===== config.mk =====
export PLATFORM = sky130hd
export DESIGN_NAME = f_div_seq_flat
export DESIGN_NICKNAME = d
export VERILOG_FILES = /design/src/rtl/f_div_seq_if.sv /design/src/rtl/f_div_seq.sv /design/src/flat_wrapper.sv
export SDC_FILE = /design/constraint.sdc
export NUM_CORES = 1
export LEC_CHECK = 0
export CAP_MARGIN = 20
export CORE_MARGIN = 2
export CORE_UTILIZATION = 60
export DETAILED_ROUTE_END_ITERATION = 12
export GPL_ROUTABILITY_DRIVEN = 0
export PLACE_DENSITY = 0.84
export SLEW_MARGIN = 20
export SYNTH_ARGS = -nofsm -noshare
export SYNTH_HDL_FRONTEND = slang
export SYNTH_SLANG_ARGS = --single-unit

===== constraint.sdc =====
create_clock -name clk -period 13.6 [get_ports clk]
set_input_delay 2.72 -clock clk [delete_from_list [all_inputs] [get_ports clk]]
set_output_delay 2.72 -clock clk [all_outputs]
set_load 0.02 [all_outputs]

===== src/rtl/f_div_seq_if.sv =====
// Request/response bundle for the sequential float32 divider.
// The sequencer drives the master side; the divider implements the slave side.
interface f_div_seq_if;
    logic        start;
    logic [31:0] a;
    logic [31:0] b;
    logic [2:0]  rounding;
    logic        busy;
    logic        done;
    logic [31:0] y;
    logic [4:0]  flags;

    modport master (
        output start, a, b, rounding,
        input  busy, done, y, flags
    );

    modport slave (
        input  start, a, b, rounding,
        output busy, done, y, flags
    );
endinterface


===== src/rtl/f_div_seq.sv =====
// Sequential IEEE-754 single-precision divider, radix-2 restoring, one quotient
// bit per cycle; flags ordered NV DZ OF UF NX like the F-unit multiplier.
module f_div_seq #(
    parameter int QBITS = 26
) (
    input  logic     clk,
    input  logic     reset,
    f_div_seq_if.slave bus
);
    typedef enum logic [1:0] {
        IDLE = 2'd0,
        DIV  = 2'd1,
        RND  = 2'd2,
        FIN  = 2'd3
    } state_t;

    state_t             state_r;
    state_t             state_nxt_s;
    logic [4:0]         cnt_r;
    logic [25:0]        q_r;
    logic [24:0]        r_r;
    logic [23:0]        mb_r;
    logic               sign_r;
    logic signed [9:0]  exp_r;
    logic [2:0]         rm_r;
    logic [31:0]        res_y_r;
    logic [4:0]         res_flags_r;
    logic [31:0]        y_r;
    logic [4:0]         flags_r;
    logic               busy_r;
    logic               done_r;

    logic               start_ok_s;
    logic               sign_in_s;
    logic signed [9:0]  e0_s;
    logic               a_zero_s, a_inf_s, a_nan_s, a_snan_s;
    logic               b_zero_s, b_inf_s, b_nan_s, b_snan_s;
    logic               spec_s;
    logic [31:0]        spec_y_s;
    logic [4:0]         spec_flags_s;
    logic               ge_s;
    logic [24:0]        r_sub_s;
    logic [23:0]        sig_s;
    logic               g_s, st_s, inc_s, nx_s, sat_s;
    logic signed [9:0]  en_s, ef_s;
    logic [24:0]        sum_s;
    logic [23:0]        sigf_s;
    logic [31:0]        rnd_y_s;
    logic [4:0]         rnd_flags_s;
    logic               busy_nxt_s, done_nxt_s;
    logic [31:0]        y_nxt_s;
    logic [4:0]         flags_nxt_s;

    assign start_ok_s = (state_r == IDLE) & bus.start;
    assign sign_in_s  = bus.a[31] ^ bus.b[31];
    assign e0_s       = $signed({2'b00, bus.a[30:23]}) - $signed({2'b00, bus.b[30:23]}) + 10'sd127;

    // Operand classification on the live inputs; subnormals count as zero.
    always_comb begin
        a_zero_s = (bus.a[30:23] == 8'h00);
        a_inf_s  = (bus.a[30:23] == 8'hFF) & (bus.a[22:0] == 23'h0);
        a_nan_s  = (bus.a[30:23] == 8'hFF) & (bus.a[22:0] != 23'h0);
        a_snan_s = a_nan_s & ~bus.a[22];
        b_zero_s = (bus.b[30:23] == 8'h00);
        b_inf_s  = (bus.b[30:23] == 8'hFF) & (bus.b[22:0] == 23'h0);
        b_nan_s  = (bus.b[30:23] == 8'hFF) & (bus.b[22:0] != 23'h0);
        b_snan_s = b_nan_s & ~bus.b[22];
    end

    // Special-case result; Inf/0 falls under Inf/finite and raises no DZ.
    always_comb begin
        spec_s       = 1'b1;
        spec_y_s     = 32'h0000_0000;
        spec_flags_s = 5'b00000;
        if (a_nan_s | b_nan_s) begin
            spec_y_s     = 32'h7FC0_0000;
            spec_flags_s = {a_snan_s | b_snan_s, 4'b0000};
        end else if ((a_zero_s & b_zero_s) | (a_inf_s & b_inf_s)) begin
            spec_y_s     = 32'h7FC0_0000;
            spec_flags_s = 5'b10000;
        end else if (a_inf_s) begin
            spec_y_s     = {sign_in_s, 8'hFF, 23'h0};
        end else if (b_zero_s) begin
            spec_y_s     = {sign_in_s, 8'hFF, 23'h0};
            spec_flags_s = 5'b01000;
        end else if (b_inf_s | a_zero_s) begin
            spec_y_s     = {sign_in_s, 31'h0};
        end else begin
            spec_s       = 1'b0;
        end
    end

    // One restoring step: trial subtract, then shift the partial remainder.
    always_comb begin
        ge_s = (r_r >= {1'b0, mb_r});
        if (ge_s) begin
            r_sub_s = r_r - {1'b0, mb_r};
        end else begin
            r_sub_s = r_r;
        end
    end

    // Normalization, rounding and range check of the finished quotient.
    always_comb begin
        if (q_r[25]) begin
            sig_s = q_r[25:2];
            g_s   = q_r[1];
            st_s  = q_r[0] | (|r_r);
            en_s  = exp_r;
        end else begin
            sig_s = q_r[24:1];
            g_s   = q_r[0];
            st_s  = |r_r;
            en_s  = exp_r - 10'sd1;
        end
        case (rm_r)
            3'd1:    inc_s = 1'b0;
            3'd2:    inc_s = sign_r & (g_s | st_s);
            3'd3:    inc_s = ~sign_r & (g_s | st_s);
            3'd4:    inc_s = g_s;
            default: inc_s = g_s & (st_s | sig_s[0]);
        endcase
        sum_s = {1'b0, sig_s} + {24'h000000, inc_s};
        if (sum_s[24]) begin
            sigf_s = 24'h800000;
            ef_s   = en_s + 10'sd1;
        end else begin
            sigf_s = sum_s[23:0];
            ef_s   = en_s;
        end
        nx_s  = g_s | st_s;
        sat_s = (rm_r == 3'd1) | ((rm_r == 3'd2) & ~sign_r) | ((rm_r == 3'd3) & sign_r);
        if (ef_s >= 10'sd255) begin
            rnd_y_s     = sat_s ? {sign_r, 31'h7F7F_FFFF} : {sign_r, 31'h7F80_0000};
            rnd_flags_s = 5'b00101;
        end else if (ef_s <= 10'sd0) begin
            rnd_y_s     = {sign_r, 31'h0};
            rnd_flags_s = 5'b00011;
        end else begin
            rnd_y_s     = {sign_r, ef_s[7:0], sigf_s[22:0]};
            rnd_flags_s = {4'b0000, nx_s};
        end
    end

    // FSM state register.
    always_ff @(posedge clk) begin
        if (reset) begin
            state_r <= IDLE;
        end else begin
            state_r <= state_nxt_s;
        end
    end

    // FSM next-state logic.
    always_comb begin
        state_nxt_s = state_r;
        case (state_r)
            IDLE: begin
                if (start_ok_s & spec_s) begin
                    state_nxt_s = FIN;
                end else if (start_ok_s) begin
                    state_nxt_s = DIV;
                end else begin
                    state_nxt_s = IDLE;
                end
            end
            DIV: begin
                if (cnt_r == 5'(QBITS - 1)) begin
                    state_nxt_s = RND;
                end else begin
                    state_nxt_s = DIV;
                end
            end
            RND:     state_nxt_s = FIN;
            FIN:     state_nxt_s = IDLE;
            default: state_nxt_s = IDLE;
        endcase
    end

    // FSM output logic; values are registered below.
    always_comb begin
        busy_nxt_s = (state_nxt_s != IDLE);
        done_nxt_s = (state_r == FIN);
        if (state_r == FIN) begin
            y_nxt_s     = res_y_r;
            flags_nxt_s = res_flags_r;
        end else begin
            y_nxt_s     = y_r;
            flags_nxt_s = flags_r;
        end
    end

    // Datapath: operand capture, iteration and pending-result staging.
    always_ff @(posedge clk) begin
        if (reset) begin
            cnt_r       <= 5'd0;
            q_r         <= 26'h0;
            r_r         <= 25'h0;
            mb_r        <= 24'h0;
            sign_r      <= 1'b0;
            exp_r       <= 10'sd0;
            rm_r        <= 3'd0;
            res_y_r     <= 32'h0;
            res_flags_r <= 5'b00000;
        end else begin
            case (state_r)
                IDLE: begin
                    if (start_ok_s) begin
                        cnt_r       <= 5'd0;
                        q_r         <= 26'h0;
                        r_r         <= {2'b01, bus.a[22:0]};
                        mb_r        <= {1'b1, bus.b[22:0]};
                        sign_r      <= sign_in_s;
                        exp_r       <= e0_s;
                        rm_r        <= bus.rounding;
                        res_y_r     <= spec_y_s;
                        res_flags_r <= spec_flags_s;
                    end
                end
                DIV: begin
                    q_r   <= {q_r[24:0], ge_s};
                    r_r   <= {r_sub_s[23:0], 1'b0};
                    cnt_r <= cnt_r + 5'd1;
                end
                RND: begin
                    res_y_r     <= rnd_y_s;
                    res_flags_r <= rnd_flags_s;
                end
                default: begin
                    cnt_r <= cnt_r;
                end
            endcase
        end
    end

    // Registered handshake and result outputs.
    always_ff @(posedge clk) begin
        if (reset) begin
            busy_r  <= 1'b0;
            done_r  <= 1'b0;
            y_r     <= 32'h0;
            flags_r <= 5'b00000;
        end else begin
            busy_r  <= busy_nxt_s;
            done_r  <= done_nxt_s;
            y_r     <= y_nxt_s;
            flags_r <= flags_nxt_s;
        end
    end

    assign bus.busy  = busy_r;
    assign bus.done  = done_r;
    assign bus.y     = y_r;
    assign bus.flags = flags_r;
endmodule


===== src/flat_wrapper.sv =====
// flat-port wrapper written by rule: the top's interface ports become plain ports
module f_div_seq_flat 
#(
    parameter int QBITS = 26
)
  (clk, reset, bus_start, bus_a, bus_b, bus_rounding, bus_busy, bus_done, bus_y, bus_flags);
  f_div_seq_if bus_i ();
  input  logic clk;
  input  logic reset;
  input wire logic [$bits(bus_i.start)-1:0] bus_start;
  input wire logic [$bits(bus_i.a)-1:0] bus_a;
  input wire logic [$bits(bus_i.b)-1:0] bus_b;
  input wire logic [$bits(bus_i.rounding)-1:0] bus_rounding;
  output wire logic [$bits(bus_i.busy)-1:0] bus_busy;
  output wire logic [$bits(bus_i.done)-1:0] bus_done;
  output wire logic [$bits(bus_i.y)-1:0] bus_y;
  output wire logic [$bits(bus_i.flags)-1:0] bus_flags;
  assign bus_i.start = bus_start;
  assign bus_i.a = bus_a;
  assign bus_i.b = bus_b;
  assign bus_i.rounding = bus_rounding;
  assign bus_busy = bus_i.busy;
  assign bus_done = bus_i.done;
  assign bus_y = bus_i.y;
  assign bus_flags = bus_i.flags;
  f_div_seq #(.QBITS(QBITS)) u_core (.clk(clk), .reset(reset), .bus(bus_i));
endmodule

# [Yosys cells after proc, flatten, opt, wreduce, memory -nomap -nowiden]
# Cells that the tools add are included.
[op_classes] add_sub_neg=7 magnitude_cmp=3 eq_ne=11 n_mux=41 bitwise_logic=28 reduce_logical=14
[ops] cell="2-to-1 mux 32 bit" n=6
[ops] cell="2-to-1 mux 24 bit" n=3
[ops] cell="one-hot mux 32 bit (2 select lines)" n=1
[ops] cell="2-to-1 mux 31 bit" n=2
[ops] cell="one-hot mux 26 bit (2 select lines)" n=1
[ops] cell="one-hot mux 25 bit (2 select lines)" n=1
[ops] cell="zero test 23 bit" n=2
[ops] cell="nonzero test 23 bit" n=2
[ops] cell="2-to-1 mux 5 bit" n=6
[ops] cell="2-to-1 mux 26 bit" n=1
[ops] cell="adder 24 x 1 -> 25 bit" n=1
[ops] cell="greater-or-equal comparator 25 x 24 -> 1 bit" n=1
[ops] cell="2-to-1 mux 25 bit" n=1
[ops] cell="OR reduction 25 bit" n=1
[ops] cell="subtractor 24 bit" n=1
[ops] cell="2-to-1 mux 23 bit" n=1
[ops] cell="2-to-1 mux 10 bit" n=2
[ops] cell="one-hot mux 5 bit (2 select lines)" n=2
[ops] cell="== test 8 bit, second input constant" n=2
[ops] cell="zero test 8 bit" n=2
[ops] cell="bitwise AND 1 bit" n=15
[ops] cell="adder 10 x 2 -> 10 bit, second input constant" n=1
[ops] cell="adder 10 x 8 -> 10 bit, second input constant" n=1
[ops] cell="greater-or-equal comparator 10 x 9 -> 1 bit, second input constant" n=1
[ops] cell="other kinds (22)" n=47
[totals] ff_bits=172 inputBits=70 output_inout_bits=39 wordCells=118

# [Longest topological paths before layout]
# Gate-level depths: netlist of run 1.
[depth] ltp_word=12 mapped_depth=25

# [Worst setup path before layout of run 1]
# OpenSTA, ideal clock, no wires.
[synth_path] kind="input to register" start="in bus_a[23]" end="reg u_core.exp_r[7]" t_arrival_ns=5.100 required_time_ns=13.484 setup_slack_ns=8.384 path_stages=13 path_cell_list="inv_1 ha_1 inv_1 fa_1 nand2_1 nand2_1 a21oi_1 o21ai_0 a21oi_1 xnor2_1 or3b_2 or3_1 a31o_2"
[synth_via] elab_chain_cells=2
[synth_rtl] item="start, declared" line="flat_wrapper.sv:11" rtl="input wire logic [$bits(bus_i.a)-1:0] bus_a;"
[synth_rtl] item="subtractor 8 x 8 -> 9 bit" line="f_div_seq.sv:56" rtl="assign e0_s = $signed({2'b00, bus.a[30:23]}) - $signed({2'b00, bus.b[30:23]}) + 10'sd127;"
[synth_rtl] item="adder 10 x 8 -> 10 bit" line="f_div_seq.sv:56"
[synth_rtl] item="end signal, assigned" line="f_div_seq.sv:214" rtl="exp_r <= e0_s;"
[synth_rtl] item="end, declared" line="f_div_seq.sv:24" rtl="logic signed [9:0] exp_r;"
# Every way passes these cells.
# A chain may end at the register's enable or synchronous reset.

# [Worst setup path in the final report of run 1]
[layout_path] start="in bus_b[23]" end="reg u_core.exp_r[9]"
[layout_via] elab_chain_cells=2
[layout_rtl] item="start, declared" line="flat_wrapper.sv:12" rtl="input wire logic [$bits(bus_i.b)-1:0] bus_b;"
[layout_rtl] item="subtractor 8 x 8 -> 9 bit" line="f_div_seq.sv:56"
[layout_rtl] item="adder 10 x 8 -> 10 bit" line="f_div_seq.sv:56"
# Every way passes these cells.

==> flow_metrics.env, run 1 <==
export IMPL_status="finished clean"
export IMPL_synth_top_cell_by_area="dfxtp_1"
export IMPL_cts_tree="yes"
export IMPL_clockBufferDepth=2
export IMPL_setup_viol=0
export IMPL_cts_resized=0
export IMPL_ys_seq_elements=172
export IMPL_dr_total_vias=10300
export IMPL_numCtsBuffers=17
export IMPL_synth_edf_count=0
export IMPL_synthesis_area_um2=10200
export IMPL_drtIter0Drc=963
export IMPL_swShare=0.361
export IMPL_std_cell_rows=47
export IMPL_synthDistinctLibCells=78
export IMPL_post_cts_buffers=0
export IMPL_yosysWarnings=0
export IMPL_dpl_cell_area_um2=11300
export IMPL_placed_cells_incl_taps=1636
export IMPL_htreeDepth=4
export IMPL_wl_mm=28.3
export IMPL_overflow=0
export IMPL_power_density_nw_per_um2=126
export IMPL_layout_cells_non_filler=1668
export IMPL_fillers=1325
export IMPL_ios=109
export IMPL_pwr_share_seq=0.366
export IMPL_skew_ns=0.0121
export IMPL_crit_type="primary input to flip-flop"
export IMPL_cts_sinks=172
export IMPL_p_total_mw=1.51
export IMPL_route_detailed_drc=0
export IMPL_cts_hold_buf=0
export IMPL_ys_top_cells_by_area="dfxtp_1 34%, nand2_1 11%, a21oi_1 8.5%"
export IMPL_path_clk_slew_ns=0.07
export IMPL_irDropWorstVdd_mv=0.0994
export IMPL_fp_dieH_um=135
export IMPL_synth_top_cells_by_count="293 x nand2_1, 174 x a21oi_1, 172 x dfxtp_1, 72 x clkbuf_1"
export IMPL_ant_nets=0
export IMPL_initial_core_util=0.616
export IMPL_final_core_util=0.718
export IMPL_slew_violations=0
export IMPL_synth_top_area_frac=0.336
export IMPL_worstSetupEndpointType="flip-flop"
export IMPL_period_share=0.408
export IMPL_cpMaxStageDelayCell="clkdlybuf4s50_1"
export IMPL_grt_use_total=0.312
export IMPL_synth_sequential_area_ratio=0.336
export IMPL_cp_common_cell="a21oi_1"
export IMPL_pwr_share_comb=0.297
export IMPL_netlist_instances=1390
export IMPL_coreArea_um2=16600
export IMPL_dp_hpwl_mm=19.5
export IMPL_grt_pass1_vias=9654
export IMPL_tightest_slew_ns=1.03
export IMPL_hp_class="flip-flop to flip-flop"
export IMPL_dp_worst_setup_slack_ns=7.64
export IMPL_cap_violations=0
export IMPL_dr_pass1_iters=5
export IMPL_wl_per_cell_um=17.0
export IMPL_internal_power_mw=0.965
export IMPL_synth_nets=1502
export IMPL_leakagePower_nw=4.35
export IMPL_arrival_ns=5.93
export IMPL_fp_dieW_um=135
export IMPL_worstSetupStartpointType="primary input"
export IMPL_holdWs_ns=0.446
export IMPL_cp_slowest_stage_delay_ns=0.52
export IMPL_nets=1547
export IMPL_period_needed_ns=5.55
export IMPL_rsz0062_at_grt="false"
export IMPL_fmax_mhz=180
export IMPL_async_flop_share=0
export IMPL_fin_setup_tns_ns=0
export IMPL_diodes=0
export IMPL_worstPathMaxFanout=3
export IMPL_relSlewSlack=0.306
export IMPL_hold_viol=0
export IMPL_syn_area_per_cell_um2=7.37
export IMPL_grt_pass1_wl_mm=46.4
export IMPL_layout_drive_gt1_share=0.0559
export IMPL_grt_max_degree=93
export IMPL_final_setup_worst_slack_ns=8.05
export IMPL_synth_most_common_cell="nand2_1"
export IMPL_die_area_um2=18100
export IMPL_via_per_inst=6.17
export IMPL_p_clk_frac=0.337
export IMPL_ys_dominant_reg_cell="dfxtp_1"
export IMPL_p_switching_mw=0.546
export IMPL_clkLatencyLatePin_ns=0.45
export IMPL_cp_required_ns=13.97
export IMPL_clockRootBuffer="clkbuf_16"
export IMPL_final_cell_area_um2=12000
export IMPL_antenna_found_initial=0
export IMPL_port_buffers=108
export IMPL_area_growth_synth_to_final_pct=16.7
export IMPL_crit_chain="clkdlybuf4s50_1 > ha_1 > inv_1 > fa_1 > nand2_1 > nand2_1 > a21oi_1 > o21ai_0 > a21oi_1 > xnor2_1 > or3b_2 > o21ai_0 > nand3_1 > a21oi_1"
-- critical path, delay by kind of cell --
kind                     cells  cell delay, ns
AND/OR/NAND/NOR              4            0.78
AO/OA/AOI/OAI                5            1.07
XOR/XNOR                     1            0.17
buffers and inverters        2            0.58
adder cells (fa/ha/maj)      2            0.60
-- layer usage --
layer | part of all wire | global-route usage | routed length, um
met2 | 0.50 | 0.545 | 14200
met3 | 0.051 | 0.0544 | 1460
met5 | 0 | 0 | 0
met1 | 0.40 | 0.367 | 11400
met4 | 0.045 | 0.160 | 1280
-- path summary, 6_finish.rpt --
kind	from	end	slack (ns)	depth (start not counted)
setup / recovery	bus_b[23]	u_core.exp_r[9]	8.05	14
hold / removal	u_core.res_y_r[0]	u_core.bus.y[0]	0.45	2
setup reg to reg	u_core.r_r[18]	u_core.res_y_r[7]	8.15	19
hold reg to reg	u_core.res_y_r[0]	u_core.bus.y[0]	0.45	2
-- cell type report --
cell class	instances	area (um^2)	share of cell area
inverter	62	233	0.0195
sequential	172	3440	0.288
clock inverter	15	196	0.0164
clock buffer	17	425	0.0356
timing repair buffer	118	1150	0.0965
tap	220	275	0.0230
multi-input combinational	1064	6230	0.521
-- layout by cell type (no fill, tap or decap), types with 12 or more instances in the layout --
cell	Yosys	layout
a21o_1	14	14
nor4_1	24	24
nor2_1	71	70
ha_1	40	40
inv_1	62	62
and3_1	13	13
mux2_2	13	13
nor3_1	20	20
nor2b_1	13	12
dfxtp_1	172	171
clkdlybuf4s50_1	0	107
xnor2_1	31	31
xor2_1	28	28
clkbuf_16	0	17
nand3_1	71	71
a31oi_1	29	29
nand2_1	293	292
a21oi_1	174	174
nand4_1	17	17
a211oi_1	15	15
o21ai_0	51	51
-- registers in the layout (all words and copies together), names as in the netlist, 2 cells and up --
signal / count
u_core.state_r: 2
u_core.rm_r: 3
u_core.bus.y: 32
u_core.cnt_r: 5
u_core.res_flags_r: 5
u_core.mb_r: 24
u_core.bus.flags: 5
u_core.r_r: 25
u_core.res_y_r: 32
u_core.exp_r: 10
u_core.q_r: 26
-- cell families (layout without fill, tap and decap cells) --
family,count (synthesis),in the layout,share of synthesized area
buffers and inverters,154,212,0.0581
adder cells (fa/ha/maj),43,43,0.0537
flip-flops,172,172,0.336
XOR/XNOR,59,59,0.0504
AND/OR/NAND/NOR,571,571,0.256
multiplexers,23,23,0.0241
AO/OA/AOI/OAI,368,368,0.222
-- power groups by stage --
stage / registers [mW] / clock network [mW] / logic (mW)
after floorplan: 0.554 / 0 / 0.328
after global placement: 0.563 / 0 / 0.424
after detailed placement: 0.564 / 0 / 0.433
after CTS: 0.552 / 0.511 / 0.438
after global routing: 0.556 / 0.531 / 0.490
final: 0.554 / 0.509 / 0.448
Note: power is estimated with default switching activity, not from simulation.
==> run 2: changes to the inputs <==
--- a/config.mk
+++ b/config.mk
@@ -7,10 +7,10 @@
 export LEC_CHECK = 0
 export CAP_MARGIN = 20
 export CORE_MARGIN = 2
-export CORE_UTILIZATION = 60
+export CORE_UTILIZATION = 52
 export DETAILED_ROUTE_END_ITERATION = 12
 export GPL_ROUTABILITY_DRIVEN = 0
-export PLACE_DENSITY = 0.84
+export PLACE_DENSITY = 0.77
 export SLEW_MARGIN = 20
 export SYNTH_ARGS = -nofsm -noshare
 export SYNTH_HDL_FRONTEND = slang
==> constraint.sdc (replaced) <==
create_clock -name clk -period 5.1 [get_ports clk]
set_input_delay 1.02 -clock clk [delete_from_list [all_inputs] [get_ports clk]]
set_output_delay 1.02 -clock clk [all_outputs]
set_load 0.02 [all_outputs]
==> flow_metrics.env, run 2 (same netlist as run 1, synthesis figures left out) <==
export IMPL_irDropWorstVdd_mv=0.240
export IMPL_reg2reg_from="u_core.r_r[18]"
export IMPL_ant_nets=0
export IMPL_reg2regPathDepth=19
export IMPL_hold_viol=0
export IMPL_hp_class="flip-flop to flip-flop"
export IMPL_min_from="u_core.res_y_r[6]"
export IMPL_skew_ns=0.00947
export IMPL_initial_core_util=0.528
export IMPL_cap_violations=0
export IMPL_relSlewSlack=0.289
export IMPL_htreeDepth=4
export IMPL_grt_max_degree=104
export IMPL_area_growth_synth_to_final_pct=18.2
export IMPL_nets=1559
export IMPL_fmax_mhz=211
export IMPL_cts_hold_buf=0
export IMPL_fp_dieW_um=144
export IMPL_status="finished clean"
export IMPL_power_density_nw_per_um2=333
export IMPL_period_share=0.929
export IMPL_grt_pass1_wl_mm=44.9
export IMPL_dp_hpwl_mm=20.2
export IMPL_wl_per_cell_um=16.3
export IMPL_overflow=0
export IMPL_via_per_inst=5.89
export IMPL_leakagePower_nw=4.40
export IMPL_cp_required_ns=5.45
export IMPL_port_buffers=108
export IMPL_setup_viol=0
export IMPL_timing_rr_end="u_core.res_y_r[11]"
export IMPL_dr_total_vias=10200
export IMPL_mostFrequentLayoutCells="292 x nand2_1, 174 x a21oi_1, 171 x dfxtp_1"
export IMPL_drtIter0Drc=722
export IMPL_holdPathEnd="u_core.bus.y[6]"
export IMPL_final_common_cell="nand2_1"
export IMPL_min_path_cells=2
export IMPL_wl_mm=28.1
export IMPL_antenna_found_initial=0
export IMPL_crit_type="flip-flop to flip-flop"
export IMPL_layout_drive_gt1_share=0.0664
export IMPL_layout_cells_non_filler=1725
export IMPL_cts_tree="yes"
export IMPL_clockRootBuffer="clkbuf_16"
export IMPL_worstSetupEndpointType="flip-flop"
export IMPL_fp_dieH_um=144
export IMPL_arrival_ns=5.09
export IMPL_std_cell_rows=51
export IMPL_clockBufferDepth=2
export IMPL_die_area_um2=20800
export IMPL_clkLatencyLatePin_ns=0.44
export IMPL_slew_violations=0
export IMPL_numCtsBuffers=17
export IMPL_grt_use_total=0.271
export IMPL_route_detailed_drc=0
export IMPL_worstPathMaxFanout=11
export IMPL_dr_pass1_iters=5
export IMPL_worstSetupStartpointType="flip-flop"
export IMPL_coreArea_um2=19400
export IMPL_holdWs_ns=0.452
export IMPL_diodes=0
export IMPL_r2r_setup_slack_ns=0.36
export IMPL_path_clk_slew_ns=0.07
export IMPL_placed_cells_incl_taps=1689
export IMPL_tightest_slew_ns=1.07
export IMPL_cts_sinks=172
export IMPL_period_needed_ns=4.74
export IMPL_cp_startpoint="u_core.r_r[18]"
export IMPL_ios=109
export IMPL_grt_pass1_vias=9040
[run 2: changes by cell type in the layout (fill, tap and decap cells not counted), moves of 2 or more]
cell and change:
nor4_2 +2, nor4_1 -2, clkinv_4 +2, buf_4 +12
inv_6 -3, clkinv_8 -4, inv_8 +4
[run 2: worst max path at each step]
stage | endpoint | slack [ns] | cells after the start
after floorplan | u_core.res_y_r[11] | 0.43 | 25
after global routing | u_core.res_y_r[11] | -0.04 | 19
after global placement | u_core.res_y_r[11] | 0.39 | 20
after detailed placement | u_core.res_y_r[11] | 0.27 | 19
final | u_core.res_y_r[11] | 0.36 | 19
after CTS | u_core.res_y_r[11] | 0.27 | 19
[run 2: timing repair]
item / CTS / global route
setup buffers: 0 / 4
gates resized for setup: 0 / 4
endpoints found under the setup margin: 0 / 30
[run 2: critical path, cell delays in order, from the launching register on]
cell and delay, ns:
dfxtp_1 0.44, nor4_1 0.07, nand4_1 0.14, nor3_1 0.08, maj3_1 0.33, nor2_1 0.09, a31oi_1 0.05, nor2_1 0.09
ha_1 0.20, ha_1 0.20, and2_1 0.16, and4_1 0.33, nand3_1 0.28, nor4_2 0.44, nand2_1 0.12, xor2_1 0.22
a31oi_4 0.37, and2_4 0.23, or3b_1 0.51, o32ai_2 0.29
[run 2: routing by layer]
layer,vias to the layer above,part of all wire,GRT usage
li1,5010,-,-
met4,0,0.037,0.118
met5,-,0,0
met1,4719,0.42,0.336
met3,64,0.053,0.0421
met2,363,0.49,0.466
[run 2: area by class of cell]
type | instances | area (um^2)
sequential | 172 | 3440
timing repair buffer | 130 | 1240
clock inverter | 14 | 168
clock buffer | 18 | 439
fill | 1791 | 7290
tap | 265 | 332
multi-input combinational | 1064 | 6250
inverter | 62 | 233
[run 2: through the flow]
step,cell area [um^2],TNS (ns),worst slack (ns),utilization,power [mW]
2_1_floorplan,10200,0,0.428,-,2.35
3_3_place_gp,11500,0,0.391,0.590,2.66
3_5_place_dp,11500,0,0.275,0.590,2.68
4_1_cts,12100,0,0.268,0.622,4.01
5_1_grt,12100,-0.0841,-0.0379,0.624,4.22
6_report,12100,0,0.362,0.624,4.03
[run 2: report_power, final]
part,switching (mW),total [mW],internal [mW]
Clock,0.615,1.33,0.717
Sequential,0.0661,1.47,1.40
Combinational,0.739,1.23,0.492
Total,1.42,4.03,2.61
==> run 3: changes to the inputs <==
--- a/config.mk
+++ b/config.mk
@@ -10,6 +10,7 @@
 export CORE_UTILIZATION = 52
 export DETAILED_ROUTE_END_ITERATION = 12
 export GPL_ROUTABILITY_DRIVEN = 0
+export HOLD_SLACK_MARGIN = 0.03
 export PLACE_DENSITY = 0.77
 export SLEW_MARGIN = 20
 export SYNTH_ARGS = -nofsm -noshare
==> results of run 3 <==
Same layout as run 2: the final DEF is identical, and so are final timing and power.
